[src/rtl/multalu_pipe_if.sv]
// Operand, control and result bundle for one multalu_pipe instance.
// The master drives operands and the cascade input; the slave is the ALU.
interface multalu_pipe_if #(
  parameter int unsigned A_WIDTH   = 18,
  parameter int unsigned B_WIDTH   = 36,
  parameter int unsigned C_WIDTH   = 54,
  parameter int unsigned ACC_WIDTH = 55,
  parameter int unsigned OUT_WIDTH = 64
);
  logic                 in_valid;
  logic [A_WIDTH-1:0]   a;
  logic [B_WIDTH-1:0]   b;
  logic [C_WIDTH-1:0]   c;
  logic                 asign;
  logic                 bsign;
  logic [1:0]           mode;
  logic                 sub;
  logic                 accload;
  logic [ACC_WIDTH-1:0] casi;
  logic [ACC_WIDTH-1:0] caso;
  logic [OUT_WIDTH-1:0] dout;
  logic                 out_valid;

  modport master (
    output in_valid, a, b, c, asign, bsign, mode, sub, accload, casi,
    input  caso, dout, out_valid
  );

  modport slave (
    input  in_valid, a, b, c, asign, bsign, mode, sub, accload, casi,
    output caso, dout, out_valid
  );
endinterface

[src/rtl/multalu_pipe.sv]
// Pipelined multiply-ALU: optional input and post-multiplier registers, then an
// accumulate stage selecting P±C, accumulate, cascade-add or plain product.
module multalu_pipe #(
  parameter int unsigned A_WIDTH   = 18,
  parameter int unsigned B_WIDTH   = 36,
  parameter int unsigned C_WIDTH   = 54,
  parameter int unsigned ACC_WIDTH = 55,
  parameter int unsigned OUT_WIDTH = 64,
  parameter int unsigned IN_REG    = 1,
  parameter int unsigned PIPE_REG  = 1
) (
  input  logic           clk,
  input  logic           reset,
  input  logic           ce,
  multalu_pipe_if.slave  bus
);
  localparam int unsigned P_WIDTH = A_WIDTH + B_WIDTH;

  typedef struct packed {
    logic               valid;
    logic               asign;
    logic               bsign;
    logic [1:0]         mode;
    logic               sub;
    logic               accload;
    logic [C_WIDTH-1:0] c;
  } ctrl_t;

  ctrl_t                w_in_ctrl;
  ctrl_t                w_s1_ctrl;
  logic [A_WIDTH-1:0]   w_s1_a;
  logic [B_WIDTH-1:0]   w_s1_b;
  ctrl_t                w_s2_ctrl;
  logic [P_WIDTH-1:0]   w_s2_p;

  logic [P_WIDTH-1:0]   w_a_ext;
  logic [P_WIDTH-1:0]   w_b_ext;
  logic [P_WIDTH-1:0]   w_p;
  logic [ACC_WIDTH-1:0] w_p_ext;
  logic [ACC_WIDTH-1:0] w_c_ext;
  logic [ACC_WIDTH-1:0] w_r;
  logic [OUT_WIDTH-1:0] w_dout;

  logic [ACC_WIDTH-1:0] r_acc;
  logic                 r_sign;
  logic                 r_out_valid;

  assign w_in_ctrl = '{valid:   bus.in_valid,
                       asign:   bus.asign,
                       bsign:   bus.bsign,
                       mode:    bus.mode,
                       sub:     bus.sub,
                       accload: bus.accload,
                       c:       bus.c};

  generate
    if (IN_REG != 0) begin : g_in_reg
      ctrl_t              r_ctrl;
      logic [A_WIDTH-1:0] r_a;
      logic [B_WIDTH-1:0] r_b;

      always_ff @(posedge clk or posedge reset) begin
        if (reset) begin
          r_ctrl <= '0;
          r_a    <= '0;
          r_b    <= '0;
        end else if (ce) begin
          r_ctrl <= w_in_ctrl;
          r_a    <= bus.a;
          r_b    <= bus.b;
        end
      end

      assign w_s1_ctrl = r_ctrl;
      assign w_s1_a    = r_a;
      assign w_s1_b    = r_b;
    end else begin : g_in_bypass
      assign w_s1_ctrl = w_in_ctrl;
      assign w_s1_a    = bus.a;
      assign w_s1_b    = bus.b;
    end
  endgenerate

  // Operands are extended to the full product width so that the low P_WIDTH
  // bits of one unsigned multiply are correct for every sign combination.
  always_comb begin
    w_a_ext = w_s1_ctrl.asign ? P_WIDTH'($signed(w_s1_a)) : P_WIDTH'(w_s1_a);
    w_b_ext = w_s1_ctrl.bsign ? P_WIDTH'($signed(w_s1_b)) : P_WIDTH'(w_s1_b);
    w_p     = w_a_ext * w_b_ext;
  end

  generate
    if (PIPE_REG != 0) begin : g_pipe_reg
      ctrl_t              r_ctrl;
      logic [P_WIDTH-1:0] r_p;

      always_ff @(posedge clk or posedge reset) begin
        if (reset) begin
          r_ctrl <= '0;
          r_p    <= '0;
        end else if (ce) begin
          r_ctrl <= w_s1_ctrl;
          r_p    <= w_p;
        end
      end

      assign w_s2_ctrl = r_ctrl;
      assign w_s2_p    = r_p;
    end else begin : g_pipe_bypass
      assign w_s2_ctrl = w_s1_ctrl;
      assign w_s2_p    = w_p;
    end
  endgenerate

  always_comb begin
    if (w_s2_ctrl.asign | w_s2_ctrl.bsign) begin
      w_p_ext = ACC_WIDTH'($signed(w_s2_p));
    end else begin
      w_p_ext = ACC_WIDTH'(w_s2_p);
    end
    w_c_ext = ACC_WIDTH'($signed(w_s2_ctrl.c));

    w_r = w_p_ext;
    unique case (w_s2_ctrl.mode)
      2'd0: w_r = w_s2_ctrl.sub ? (w_p_ext - w_c_ext) : (w_p_ext + w_c_ext);
      2'd1: w_r = (w_s2_ctrl.accload ? r_acc : w_c_ext)
                + (w_s2_ctrl.sub ? (-w_p_ext) : w_p_ext);
      2'd2: w_r = w_s2_ctrl.sub ? (bus.casi - w_p_ext) : (bus.casi + w_p_ext);
      default: w_r = w_p_ext;
    endcase
  end

  always_ff @(posedge clk or posedge reset) begin
    if (reset) begin
      r_acc       <= '0;
      r_sign      <= 1'b0;
      r_out_valid <= 1'b0;
    end else if (ce) begin
      r_out_valid <= w_s2_ctrl.valid;
      if (w_s2_ctrl.valid) begin
        r_acc  <= w_r;
        r_sign <= w_s2_ctrl.asign | w_s2_ctrl.bsign;
      end
    end
  end

  always_comb begin
    if (r_sign) begin
      w_dout = OUT_WIDTH'($signed(r_acc));
    end else begin
      w_dout = OUT_WIDTH'(r_acc);
    end
  end

  assign bus.caso      = r_acc;
  assign bus.dout      = w_dout;
  assign bus.out_valid = r_out_valid;
endmodule

[src/flat_wrapper.sv]
// flat-port wrapper written by rule: the top's interface ports become plain ports
module multalu_pipe_flat 
#(
  parameter int unsigned A_WIDTH   = 18,
  parameter int unsigned B_WIDTH   = 36,
  parameter int unsigned C_WIDTH   = 54,
  parameter int unsigned ACC_WIDTH = 55,
  parameter int unsigned OUT_WIDTH = 64,
  parameter int unsigned IN_REG    = 1,
  parameter int unsigned PIPE_REG  = 1
)
  (clk, reset, ce, bus_in_valid, bus_a, bus_b, bus_c, bus_asign, bus_bsign, bus_mode, bus_sub, bus_accload, bus_casi, bus_caso, bus_dout, bus_out_valid);
  multalu_pipe_if #(.A_WIDTH(A_WIDTH), .B_WIDTH(B_WIDTH), .C_WIDTH(C_WIDTH), .ACC_WIDTH(ACC_WIDTH), .OUT_WIDTH(OUT_WIDTH)) bus_i ();
  input  logic clk;
  input  logic reset;
  input  logic ce;
  input wire logic [$bits(bus_i.in_valid)-1:0] bus_in_valid;
  input wire logic [$bits(bus_i.a)-1:0] bus_a;
  input wire logic [$bits(bus_i.b)-1:0] bus_b;
  input wire logic [$bits(bus_i.c)-1:0] bus_c;
  input wire logic [$bits(bus_i.asign)-1:0] bus_asign;
  input wire logic [$bits(bus_i.bsign)-1:0] bus_bsign;
  input wire logic [$bits(bus_i.mode)-1:0] bus_mode;
  input wire logic [$bits(bus_i.sub)-1:0] bus_sub;
  input wire logic [$bits(bus_i.accload)-1:0] bus_accload;
  input wire logic [$bits(bus_i.casi)-1:0] bus_casi;
  output wire logic [$bits(bus_i.caso)-1:0] bus_caso;
  output wire logic [$bits(bus_i.dout)-1:0] bus_dout;
  output wire logic [$bits(bus_i.out_valid)-1:0] bus_out_valid;
  assign bus_i.in_valid = bus_in_valid;
  assign bus_i.a = bus_a;
  assign bus_i.b = bus_b;
  assign bus_i.c = bus_c;
  assign bus_i.asign = bus_asign;
  assign bus_i.bsign = bus_bsign;
  assign bus_i.mode = bus_mode;
  assign bus_i.sub = bus_sub;
  assign bus_i.accload = bus_accload;
  assign bus_i.casi = bus_casi;
  assign bus_caso = bus_i.caso;
  assign bus_dout = bus_i.dout;
  assign bus_out_valid = bus_i.out_valid;
  multalu_pipe #(.A_WIDTH(A_WIDTH), .B_WIDTH(B_WIDTH), .C_WIDTH(C_WIDTH), .ACC_WIDTH(ACC_WIDTH), .OUT_WIDTH(OUT_WIDTH), .IN_REG(IN_REG), .PIPE_REG(PIPE_REG)) u_core (.clk(clk), .reset(reset), .ce(ce), .bus(bus_i));
endmodule
[config.mk]
export PLATFORM = sky130hd
export DESIGN_NAME = multalu_pipe_flat
export DESIGN_NICKNAME = d
export VERILOG_FILES = /design/src/rtl/multalu_pipe_if.sv /design/src/rtl/multalu_pipe.sv /design/src/flat_wrapper.sv
export SDC_FILE = /design/constraint.sdc
export NUM_CORES = 2
export LEC_CHECK = 0
export CAP_MARGIN = 20
export CORE_AREA = 4 4 324 326
export CTS_CLUSTER_SIZE = 30
export DETAILED_ROUTE_END_ITERATION = 16
export DIE_AREA = 0 0 328 330
export GPL_TIMING_DRIVEN = 0
export MAX_ROUTING_LAYER = met4
export PLACE_DENSITY = 0.83
export REMOVE_ABC_BUFFERS = 1
export SKIP_CTS_REPAIR_TIMING = 1
export SYNTH_ARGS = -nofsm -noshare
export SYNTH_HDL_FRONTEND = slang
export SYNTH_SLANG_ARGS = --single-unit
export TNS_END_PERCENT = 50
[constraint.sdc]
create_clock -name clk -period 17.2 [get_ports clk]
set_input_delay 3.44 -clock clk [delete_from_list [all_inputs] [get_ports clk]]
set_output_delay 3.44 -clock clk [all_outputs]
set_load 0.01 [all_outputs]
==> flow_metrics.env <==
export IMPL_cts_buffer_depth=3
export IMPL_met2_length_um=73000
export IMPL_timing_final_crit_share=0.625
export IMPL_grt_overflow=0
export IMPL_die_area_um2=108000
export IMPL_htreeDepth=2
export IMPL_pin_count=293
export IMPL_antenna_found_initial=3
export IMPL_synth_top_cell_area_share=0.315
export IMPL_synth_distinct_cells=95
export IMPL_cts_sinks=287
export IMPL_wl_per_cell_um=21.2
export IMPL_cap_violations=0
export IMPL_fin_ws_ps=6450
export IMPL_top_layer="met4"
export IMPL_critPathRequiredTime_ps=17660
export IMPL_grt_max_degree=125
export IMPL_holdWs_ps=491
export IMPL_finalNetCount=7611
export IMPL_insertion_delay_ps=620
export IMPL_path_class="reg -> reg"
export IMPL_cts_buffers=39
export IMPL_setup_viol=0
export IMPL_grt_first_pass_wirelength_um=254000
export IMPL_std_cell_rows=117
export IMPL_initial_core_util=0.548
export IMPL_place_congestion=0.978
export IMPL_syn_to_final_growth_pct=8.52
export IMPL_yosysWarnings=0
export IMPL_crit_fanout=13
export IMPL_avgSynthCellArea_um2=9.00
export IMPL_end_kind="register"
export IMPL_tightest_slew_ps=1060
export IMPL_period_needed_ps=10750
export IMPL_ys_top_cells_by_area="fa_1, dfrtp_1, ha_1"
export IMPL_met3_length_um=14700
export IMPL_start_kind="register"
export IMPL_met1_length_um=67200
export IMPL_utilization=0.595
export IMPL_grt_util_all_layers=0.309
export IMPL_yosysSeqAreaShare=0.129
export IMPL_drt_wl_total_um=160000
export IMPL_netlist_instances=6195
export IMPL_first_pass_iters=6
export IMPL_hpwl_um=128000
export IMPL_synth_area_leader_cell="fa_1"
export IMPL_dr_first_iter_drc_count=3777
export IMPL_synth_area_um2=55800
export IMPL_tritoncts="yes"
export IMPL_ys_flop_type="dfrtp_1"
export IMPL_ant_nets=0
export IMPL_vias=43400
export IMPL_status="completed"
export IMPL_crit_arrival_ps=11210
export IMPL_core_area_um2=102000
export IMPL_relSlewSlack=0.291
export IMPL_pre_cts_slack_ps=6570
export IMPL_postSynth_asyncResetShare=1.00
export IMPL_drc_errors=0
export IMPL_ys_ff_latch=287
export IMPL_mostFrequentLayoutCells="inv_1, fa_1, nand2_1, and2_1, ha_1"
export IMPL_grt_pass1_vias=45700
export IMPL_drive_gt1_frac=0.0696
export IMPL_synth_edf_count=0
export IMPL_clockRootBuffer="clkbuf_16"
export IMPL_die_w_um=328
export IMPL_cts_clk_slew_worst_paths_ps=60
export IMPL_grt_setup_unrepaired="no"
export IMPL_layout_commonest_cell="inv_1"
export IMPL_die_h_um=330
export IMPL_worst_hold_path_type="reg -> reg"
export IMPL_skew_ps=21.0
export IMPL_hold_viol_final=0
export IMPL_clock_fmax_ghz=0.0931
export IMPL_drv_slew=0
export IMPL_port_buffers=292
export IMPL_via_per_inst=5.74
## registers in the layout (all words and copies together), names as in the netlist
| name | flops |
|---|---|
| u_core.g_in_reg.r_ctrl | 61 |
| u_core.g_pipe_reg.r_p | 54 |
| u_core.bus.out_valid | 1 |
| u_core.g_in_reg.r_b | 36 |
| u_core.g_in_reg.r_a | 18 |
| u_core.g_pipe_reg.r_ctrl | 61 |
| u_core.r_sign | 1 |
| u_core.bus.caso | 55 |
## worst paths after layout
check | start | to | slack (ps) | cells after the start
setup / recovery | u_core.g_in_reg.r_ctrl[59] | u_core.g_pipe_reg.r_p[50] | 6450 | 27
hold / removal | u_core.g_in_reg.r_ctrl[1] | u_core.g_pipe_reg.r_ctrl[1] | 490 | 2
setup reg to reg | u_core.g_in_reg.r_ctrl[59] | u_core.g_pipe_reg.r_p[50] | 6450 | 27
hold reg to reg | u_core.g_in_reg.r_ctrl[1] | u_core.g_pipe_reg.r_ctrl[1] | 490 | 2
max in group asynchronous | reset | u_core.g_in_reg.r_ctrl[7] | 12820 | 3
min in group asynchronous | reset | u_core.g_in_reg.r_ctrl[58] | 3320 | 2
## critical path, cell delays in order (launching register included)
cell and delay (ps):
dfrtp_1 970, and2_1 550, nand2_1 230, fa_1 820, inv_1 110, fa_1 570
inv_1 200, fa_1 550, fa_1 980, fa_1 540, inv_1 120, fa_1 450
fa_1 500, fa_1 490, inv_1 50, fa_1 470, inv_1 40, ha_1 350
and3_1 240, and3_1 320, nor3b_1 280, o211ai_1 270, a211o_1 380, a31oi_1 290
nor4_1 100, o41ai_1 420, xnor2_1 160, o21ai_0 80
## cell families after synthesis
group	synth area share
simple gates	0.140
buf+inv	0.105
fa+ha+maj	0.404
compound gates	0.104
xor+xnor	0.0598
flops	0.129
mux	0.0587
## routing by layer
layer / vias up / global-route usage
met3: 313 / 0.0537
li1: 19600 / -
met1: 21600 / 0.413
met5: - / -
met2: 1931 / 0.480
met4: 0 / 0.105
## cells in the mapped netlist, drive strengths merged, types with 24 or more instances
cell       n
a21o     104
o21a      24
and2     404
inv     1096
dfrtp    287
a31oi     40
nand2b    40
o21ai    216
o211ai    28
fa       877
buf      101
nor2     233
nor2b     26
ha       396
o21bai    38
xor2      80
nand4     31
o31ai     27
mux2     259
nor4      31
and3      31
nand2    606
nand3     51
nor3      64
clkbuf   279
xnor2    300
or3       25
a21oi    275
## layout make-up
cell class	count	area (um^2)
clock inverter	22	314
sequential	287	7220
inverter	1096	4120
tap	1368	1710
fill	8526	41200
clock buffer	50	1100
antenna	3	7.51
multi-input combinational	4432	42700
timing repair buffer	309	3310
## stage by stage
step	TNS [ps]	cell area, um^2	std cells
after floorplan	0	54000	5815
after global placement	-91470	58700	7475
after detailed placement	0	59100	7491
after CTS	0	60500	7563
after global routing	0	60500	7566
final	0	60500	7567
Power is not shown: default switching activity piles up to over one toggle a cycle in this logic, so the estimate is an artifact.
